## config.mk

```make
export PLATFORM = sky130hd
export DESIGN_NAME = pipeline_control_unit
export DESIGN_NICKNAME = d
export VERILOG_FILES = /design/src/rtl/pipe_ctrl_pkg.sv /design/src/rtl/sat_counter.sv /design/src/rtl/pipeline_control_unit.sv
export SDC_FILE = /design/constraint.sdc
export NUM_CORES = 1
export LEC_CHECK = 0
export ABC_AREA = 1
export CELL_PAD_IN_SITES_DETAIL_PLACEMENT = 0
export CELL_PAD_IN_SITES_GLOBAL_PLACEMENT = 1
export CORE_MARGIN = 3
export CORE_UTILIZATION = 33
export CTS_CLUSTER_DIAMETER = 30
export DETAILED_ROUTE_END_ITERATION = 6
export HOLD_SLACK_MARGIN = 0.08
export PLACE_DENSITY_LB_ADDON = 0.1
export SKIP_LAST_GASP = 1
export SYNTH_ARGS = -nofsm -noshare
export SYNTH_HDL_FRONTEND = slang
export SYNTH_SLANG_ARGS = --single-unit
```

## constraint.sdc

```tcl
create_clock -name Clk -period 2.57 [get_ports Clk]
set_input_delay 0.771 -clock Clk [delete_from_list [all_inputs] [get_ports Clk]]
set_output_delay 0.771 -clock Clk [all_outputs]
set_load 0.05 [all_outputs]
```

## src/rtl/pipe_ctrl_pkg.sv

```systemverilog
// Shared constants for the ID/EX/MEM/WB control pipeline.
// Latency: n/a (constants only).
// Backpressure: n/a.
// Contents: control-word bit indices, the all-zero bubble word, forwarding select codes.
package pipe_ctrl_pkg;

  // Control word bit positions as produced by the main decoder
  localparam int CTRL_REGDST   = 9;
  localparam int CTRL_JUMP     = 8;
  localparam int CTRL_BRANCH   = 7;
  localparam int CTRL_MEMREAD  = 6;
  localparam int CTRL_MEMTOREG = 5;
  localparam int CTRL_ALUOP_HI = 4;
  localparam int CTRL_ALUOP_LO = 3;
  localparam int CTRL_MEMWRITE = 2;
  localparam int CTRL_ALUSRC   = 1;
  localparam int CTRL_REGWRITE = 0;

  // A bubble is an all-zero control word: no memory access, no register write
  localparam logic [9:0] BUBBLE = 10'b0;

  // ALU operand source selects
  localparam logic [1:0] FWD_REG = 2'b00;
  localparam logic [1:0] FWD_MEM = 2'b10;
  localparam logic [1:0] FWD_WB  = 2'b01;

endpackage

```

## src/rtl/sat_counter.sv

```systemverilog
// Saturating up-counter used for pipeline performance events.
// Latency: count reflects an enabled cycle one clock later.
// Backpressure: none; holds at all-ones instead of wrapping.
// Ports: clk, clear_n (sync active-low clear), en (count this cycle), count.
module sat_counter #(
  parameter int W = 16
) (
  input  logic         clk,
  input  logic         clear_n,
  input  logic         en,
  output logic [W-1:0] count
);

  always_ff @(posedge clk) begin
    if (!clear_n) begin
      count <= '0;
    end else if (en && (count != '1)) begin
      count <= count + W'(1);
    end
  end

endmodule

```

## src/rtl/pipeline_control_unit.sv

```systemverilog
// Control pipeline ID->EX->MEM->WB with load-use stall, branch/jump flush and EX forwarding selects.
// Latency: EX_Ctrl 1 cycle after ID, MEM_* 2 cycles, WB_* 3 cycles; hazard/flush/forward outputs are combinational.
// Backpressure: PCWrite/IFIDWrite drop for exactly one cycle per load-use pair; ID/EX takes a bubble instead.
// Ports: Clk, Reset (sync active-low); ID_* decoder fields in; EX_BranchTaken in;
//        PCWrite/IFIDWrite/IFIDFlush to fetch; EX_*/MEM_*/WB_* staged control; ForwardA/B; StallCount/FlushCount.
module pipeline_control_unit
  import pipe_ctrl_pkg::*;
#(
  parameter int CTRL_W = 10,
  parameter int REG_W  = 5,
  parameter int CNT_W  = 16
) (
  input  logic              Clk,
  input  logic              Reset,
  input  logic [CTRL_W-1:0] ID_Ctrl,
  input  logic [REG_W-1:0]  ID_Rs,
  input  logic [REG_W-1:0]  ID_Rt,
  input  logic [REG_W-1:0]  ID_Rd,
  input  logic              ID_UsesRt,
  input  logic              EX_BranchTaken,
  output logic              PCWrite,
  output logic              IFIDWrite,
  output logic              IFIDFlush,
  output logic [CTRL_W-1:0] EX_Ctrl,
  output logic [REG_W-1:0]  EX_Rs,
  output logic [REG_W-1:0]  EX_Rt,
  output logic [REG_W-1:0]  EX_Dest,
  output logic              MEM_MemRead,
  output logic              MEM_MemWrite,
  output logic              MEM_MemToReg,
  output logic              MEM_RegWrite,
  output logic [REG_W-1:0]  MEM_Dest,
  output logic              WB_MemToReg,
  output logic              WB_RegWrite,
  output logic [REG_W-1:0]  WB_Dest,
  output logic [1:0]        ForwardA,
  output logic [1:0]        ForwardB,
  output logic [CNT_W-1:0]  StallCount,
  output logic [CNT_W-1:0]  FlushCount
);

  logic [REG_W-1:0]  id_dest;
  logic [CTRL_W-1:0] id_ctrl_cap;
  logic              hazard_raw;
  logic              br_flush;
  logic              hazard;
  logic              insert_bubble;

  // Youngest in-flight producer wins; register 0 is never forwarded.
  function automatic logic [1:0] fwd_sel(
    input logic             mem_rw,
    input logic [REG_W-1:0] mem_dest,
    input logic             wb_rw,
    input logic [REG_W-1:0] wb_dest,
    input logic [REG_W-1:0] src
  );
    if (mem_rw && (mem_dest != '0) && (mem_dest == src)) return FWD_MEM;
    if (wb_rw && (wb_dest != '0) && (wb_dest == src))    return FWD_WB;
    return FWD_REG;
  endfunction

  always_comb begin
    id_dest     = ID_Ctrl[CTRL_REGDST] ? ID_Rd : ID_Rt;
    id_ctrl_cap = ID_Ctrl;
    // Writes to $0 are dropped here so later stages never see them as producers
    if (id_dest == '0) id_ctrl_cap[CTRL_REGWRITE] = 1'b0;

    hazard_raw = EX_Ctrl[CTRL_MEMREAD] && (EX_Dest != '0) &&
                 ((EX_Dest == ID_Rs) || (ID_UsesRt && (EX_Dest == ID_Rt)));
    br_flush   = EX_Ctrl[CTRL_BRANCH] && EX_BranchTaken;
    // A taken branch squashes the stalled instruction anyway, so the stall is dropped
    hazard     = hazard_raw && !br_flush;

    PCWrite       = !hazard;
    IFIDWrite     = !hazard;
    // A jump held in ID by a stall must not flush itself out of IF/ID
    IFIDFlush     = br_flush || (ID_Ctrl[CTRL_JUMP] && !hazard);
    insert_bubble = br_flush || hazard;

    ForwardA = fwd_sel(MEM_RegWrite, MEM_Dest, WB_RegWrite, WB_Dest, EX_Rs);
    ForwardB = fwd_sel(MEM_RegWrite, MEM_Dest, WB_RegWrite, WB_Dest, EX_Rt);
  end

  always_ff @(posedge Clk) begin
    if (!Reset) begin
      EX_Ctrl      <= BUBBLE;
      EX_Rs        <= '0;
      EX_Rt        <= '0;
      EX_Dest      <= '0;
      MEM_MemRead  <= 1'b0;
      MEM_MemWrite <= 1'b0;
      MEM_MemToReg <= 1'b0;
      MEM_RegWrite <= 1'b0;
      MEM_Dest     <= '0;
      WB_MemToReg  <= 1'b0;
      WB_RegWrite  <= 1'b0;
      WB_Dest      <= '0;
    end else begin
      if (insert_bubble) begin
        EX_Ctrl <= BUBBLE;
        EX_Rs   <= '0;
        EX_Rt   <= '0;
        EX_Dest <= '0;
      end else begin
        EX_Ctrl <= id_ctrl_cap;
        EX_Rs   <= ID_Rs;
        EX_Rt   <= ID_Rt;
        EX_Dest <= id_dest;
      end
      MEM_MemRead  <= EX_Ctrl[CTRL_MEMREAD];
      MEM_MemWrite <= EX_Ctrl[CTRL_MEMWRITE];
      MEM_MemToReg <= EX_Ctrl[CTRL_MEMTOREG];
      MEM_RegWrite <= EX_Ctrl[CTRL_REGWRITE];
      MEM_Dest     <= EX_Dest;
      WB_MemToReg  <= MEM_MemToReg;
      WB_RegWrite  <= MEM_RegWrite;
      WB_Dest      <= MEM_Dest;
    end
  end

  sat_counter #(.W(CNT_W)) u_stall_cnt (
    .clk     (Clk),
    .clear_n (Reset),
    .en      (hazard),
    .count   (StallCount)
  );

  sat_counter #(.W(CNT_W)) u_flush_cnt (
    .clk     (Clk),
    .clear_n (Reset),
    .en      (IFIDFlush),
    .count   (FlushCount)
  );

endmodule

```

==> results.sh <==
export IMPL_drive_gt1_share_pct=16.9
export IMPL_cts_max_level=3
export IMPL_synth_edff_count=0
export IMPL_stdcell_area_sq_um=5150
export IMPL_area_delta_synth_final_pct=46.8
export IMPL_comb_power_share_pct=17.7
export IMPL_synth_area_per_cell_sq_um=7.34
export IMPL_swShare_pct=28.5
export IMPL_die_area_sq_um=11900
export IMPL_fin_skew_ps=14.0
export IMPL_avgViaCountPerCell=4.48
export IMPL_ys_async_sr_fraction_pct=0
export IMPL_yosysUniqueCellTypes=30
export IMPL_ctsLongestPathBuffers=2
export IMPL_grt_overflow_total=0
export IMPL_synth_top_family_by_area="simple AND/OR/NAND/NOR gates"
export IMPL_grt_pass1_wl_um=15400
export IMPL_drc=0
export IMPL_setup_viol=0
export IMPL_max_slew_worst_pin_slew_ps=522
export IMPL_synth_simple_gate_area_share_pct=29.9
export IMPL_core_area_sq_um=10300
export IMPL_die_w_um=109
export IMPL_syn_instance_count=478
export IMPL_synth_top_area_share_pct=41.6
export IMPL_seq_area_frac_synth_pct=41.6
export IMPL_synth_flop_cell="dfxtp_1"
export IMPL_critPathMaxFanout=4
export IMPL_dp_cells=728
export IMPL_synth_compound_gate_area_share_pct=7.52
export IMPL_drt_iter0_markers=126
export IMPL_nNetsFinal=636
export IMPL_insertion_delay_ps=340
export IMPL_ys_top_cells_by_count="nand2_1 (117), dfxtp_1 (73), nor2_1 (57), inv_1 (53), nand3_1 (37)"
export IMPL_ctsHoldBuffers=0
export IMPL_period_share_pct=97.0
export IMPL_slew_headroom_pct=65.1
export IMPL_fin_util_pct=49.9
export IMPL_required_ps=1800
export IMPL_synth_mux_area_share_pct=0
export IMPL_power_density_nw_per_um2=501
export IMPL_hold_viol=0
export IMPL_p_sw_uw=735
export IMPL_grt_pass1_vias=3218
export IMPL_n_antenna_cell=0
export IMPL_synth_xor_area_share_pct=11.7
export IMPL_postRouteWirelength_um=9370
export IMPL_drv_cap=0
export IMPL_p_seq_share_pct=47.2
export IMPL_synth_seq_cells=73
export IMPL_synth_top_cell_by_area="dfxtp_1"
export IMPL_arrival_ps=1720
export IMPL_holdCritPathClass="reg -> reg"
export IMPL_ant_nets=0
export IMPL_die_h_um=109
export IMPL_wl_per_cell_um=12.6
export IMPL_yosysWarningCount=0
export IMPL_path_clk_slew_ps=70
export IMPL_peakVddDrop_mv=0.279
export IMPL_timing_final_ws_setup_ps=76.0
export IMPL_place_congestion=0.837
export IMPL_dp_hpwl_um=7060
export IMPL_synthTopCellsByArea="dfxtp_1 (42%), nand2_1 (13%), xor2_1 (6.7%), nor2_1 (6.1%), inv_1 (5.7%)"
export IMPL_place_ws_ps=-339
export IMPL_start_util_pct=34.0
export IMPL_synthAdderAreaFrac_pct=0.713
export IMPL_drt_pass1_iterations=4
export IMPL_num_rows=37
export IMPL_track_usage_pct=16.2
export IMPL_post_dp_cell_area_sq_um=4940
export IMPL_stdcell_count=745
export IMPL_status="finished clean"
export IMPL_fin_hold_ws_ps=440
export IMPL_ios=109
export IMPL_cts_sinks=73
export IMPL_numCtsBuffers=9
export IMPL_crit_type="in -> out"
export IMPL_yosysMostFrequentCell="nand2_1"
export IMPL_numPortBuffers=108
export IMPL_syn_num_nets=509
export IMPL_p_leak_nw=2.16
export IMPL_antenna_found_initial=0
export IMPL_fmax_ghz=0.401
export IMPL_slew_viol_final=0
export IMPL_power_share_clock_pct=35.1
export IMPL_rsz0062_at_grt="false"
export IMPL_intPower_mw=1.84
export IMPL_mappedNetlistArea_sq_um=3510
export IMPL_grt_start_max_net_pins=30
export IMPL_cts_tree="done"
export IMPL_end_kind="output pin"
export IMPL_num_vias=3336
export IMPL_cp_start_kind="primary input"
export IMPL_final_min_clock_period_ps=2490
export IMPL_clockRootBuffer="clkbuf_8"
[critical path: stages]
cell	delay (ps)
clkdlybuf4s50_1	450
nand2_1	170
nand3_4	170
buf_8	160
[sequential cells by signal, indices dropped and copies added, names as in the netlist]
register / flops
MEM_MemToReg: 1
EX_Rt: 5
EX_Dest: 5
WB_Dest: 5
EX_Rs: 5
u_stall_cnt.count: 16
EX_Ctrl: 10
MEM_MemWrite: 1
WB_MemToReg: 1
WB_RegWrite: 1
MEM_MemRead: 1
MEM_RegWrite: 1
u_flush_cnt.count: 16
MEM_Dest: 5
[final timing paths]
path	from	end	slack, ps	cells past startpoint
hold / removal	EX_Ctrl[2]	MEM_MemWrite	440	2
setup / recovery	EX_BranchTaken	PCWrite	80	4
hold reg to reg	EX_Ctrl[2]	MEM_MemWrite	440	2
setup reg to reg	u_flush_cnt.count[0]	u_flush_cnt.count[7]	420	9
[power groups by stage]
stage	combinational, mW	clock [mW]	sequential (mW)
5_1_grt	0.488	0.988	1.23
3_3_place_gp	0.458	0	1.24
2_1_floorplan	0.146	0	1.37
3_5_place_dp	0.459	0	1.24
6_report	0.455	0.906	1.22
4_1_cts	0.463	0.938	1.22
[what timing repair did]
item | CTS | global route
buffers inserted | 2 | 0
endpoints found under the setup margin | 5 | 3
pin swaps | 6 | 9
resized for setup | 32 | 20
[kinds of logic (layout without fill, tap and decap cells)]
kind of cell / count (synthesis) / in the layout
and+or+nand+nor: 240 / 240
buffers and inverters: 74 / 205
xor gates and xnor gates: 47 / 47
adders and majority gates: 2 / 2
DFF: 73 / 73
AOI/OAI and AO/OA: 42 / 42
[through the flow]
stage	total power [mW]	TNS, ps
after floorplan	1.51	-90.8
after global placement	1.70	-3830
after detailed placement	1.70	-4320
after CTS	2.62	-11.4
after global routing	2.70	0
final	2.58	0
[routing by layer]
layer / GRT usage [%] / share of wire (%) / vias up
met4: 5.41 / 1.4 / 0
li1: - / - / 1744
met5: 0 / 0 / -
met2: 25.8 / 45 / 77
met1: 21.4 / 48 / 1504
met3: 4.14 / 5.8 / 11
[area by class of cell]
type                            count  area [sq um]
Multi-Input combinational cell    331          1840
Clock inverter                      2          37.5
Tap cell                          136           170
Inverter                           60           225
Clock buffer                       13           159
Fill cell                        1039          5170
Sequential cell                    73          1470
Timing Repair Buffer              130          1250
[placed cells by master (no fill, tap or decap), types with 2 or more instances in the layout]
cell type | netlist | final
a21oi_1 | 21 | 21
or2_2 | 4 | 4
buf_8 | 0 | 2
dfxtp_1 | 73 | 65
o21a_1 | 2 | 2
nand4_1 | 5 | 5
nor2_1 | 57 | 55
xor2_1 | 27 | 27
nor3_1 | 6 | 6
buf_4 | 2 | 22
o21ai_0 | 5 | 5
nand2_4 | 1 | 2
nor2_4 | 0 | 2
buf_2 | 4 | 3
dfxtp_2 | 0 | 8
clkdlybuf4s50_1 | 0 | 90
buf_12 | 0 | 4
nor4_1 | 4 | 2
ha_1 | 2 | 2
nor3_4 | 2 | 2
clkbuf_1 | 7 | 2
nor4_4 | 0 | 2
nand2_1 | 117 | 113
nand3_1 | 37 | 36
a21oi_2 | 10 | 10
inv_2 | 6 | 11
nand2_2 | 4 | 7
nand3b_1 | 2 | 2
inv_1 | 53 | 48
nand3_4 | 1 | 2
clkbuf_8 | 0 | 11
clkbuf_2 | 0 | 7
xnor2_1 | 20 | 20
No activity file was read; power rests on OpenSTA's default activity.
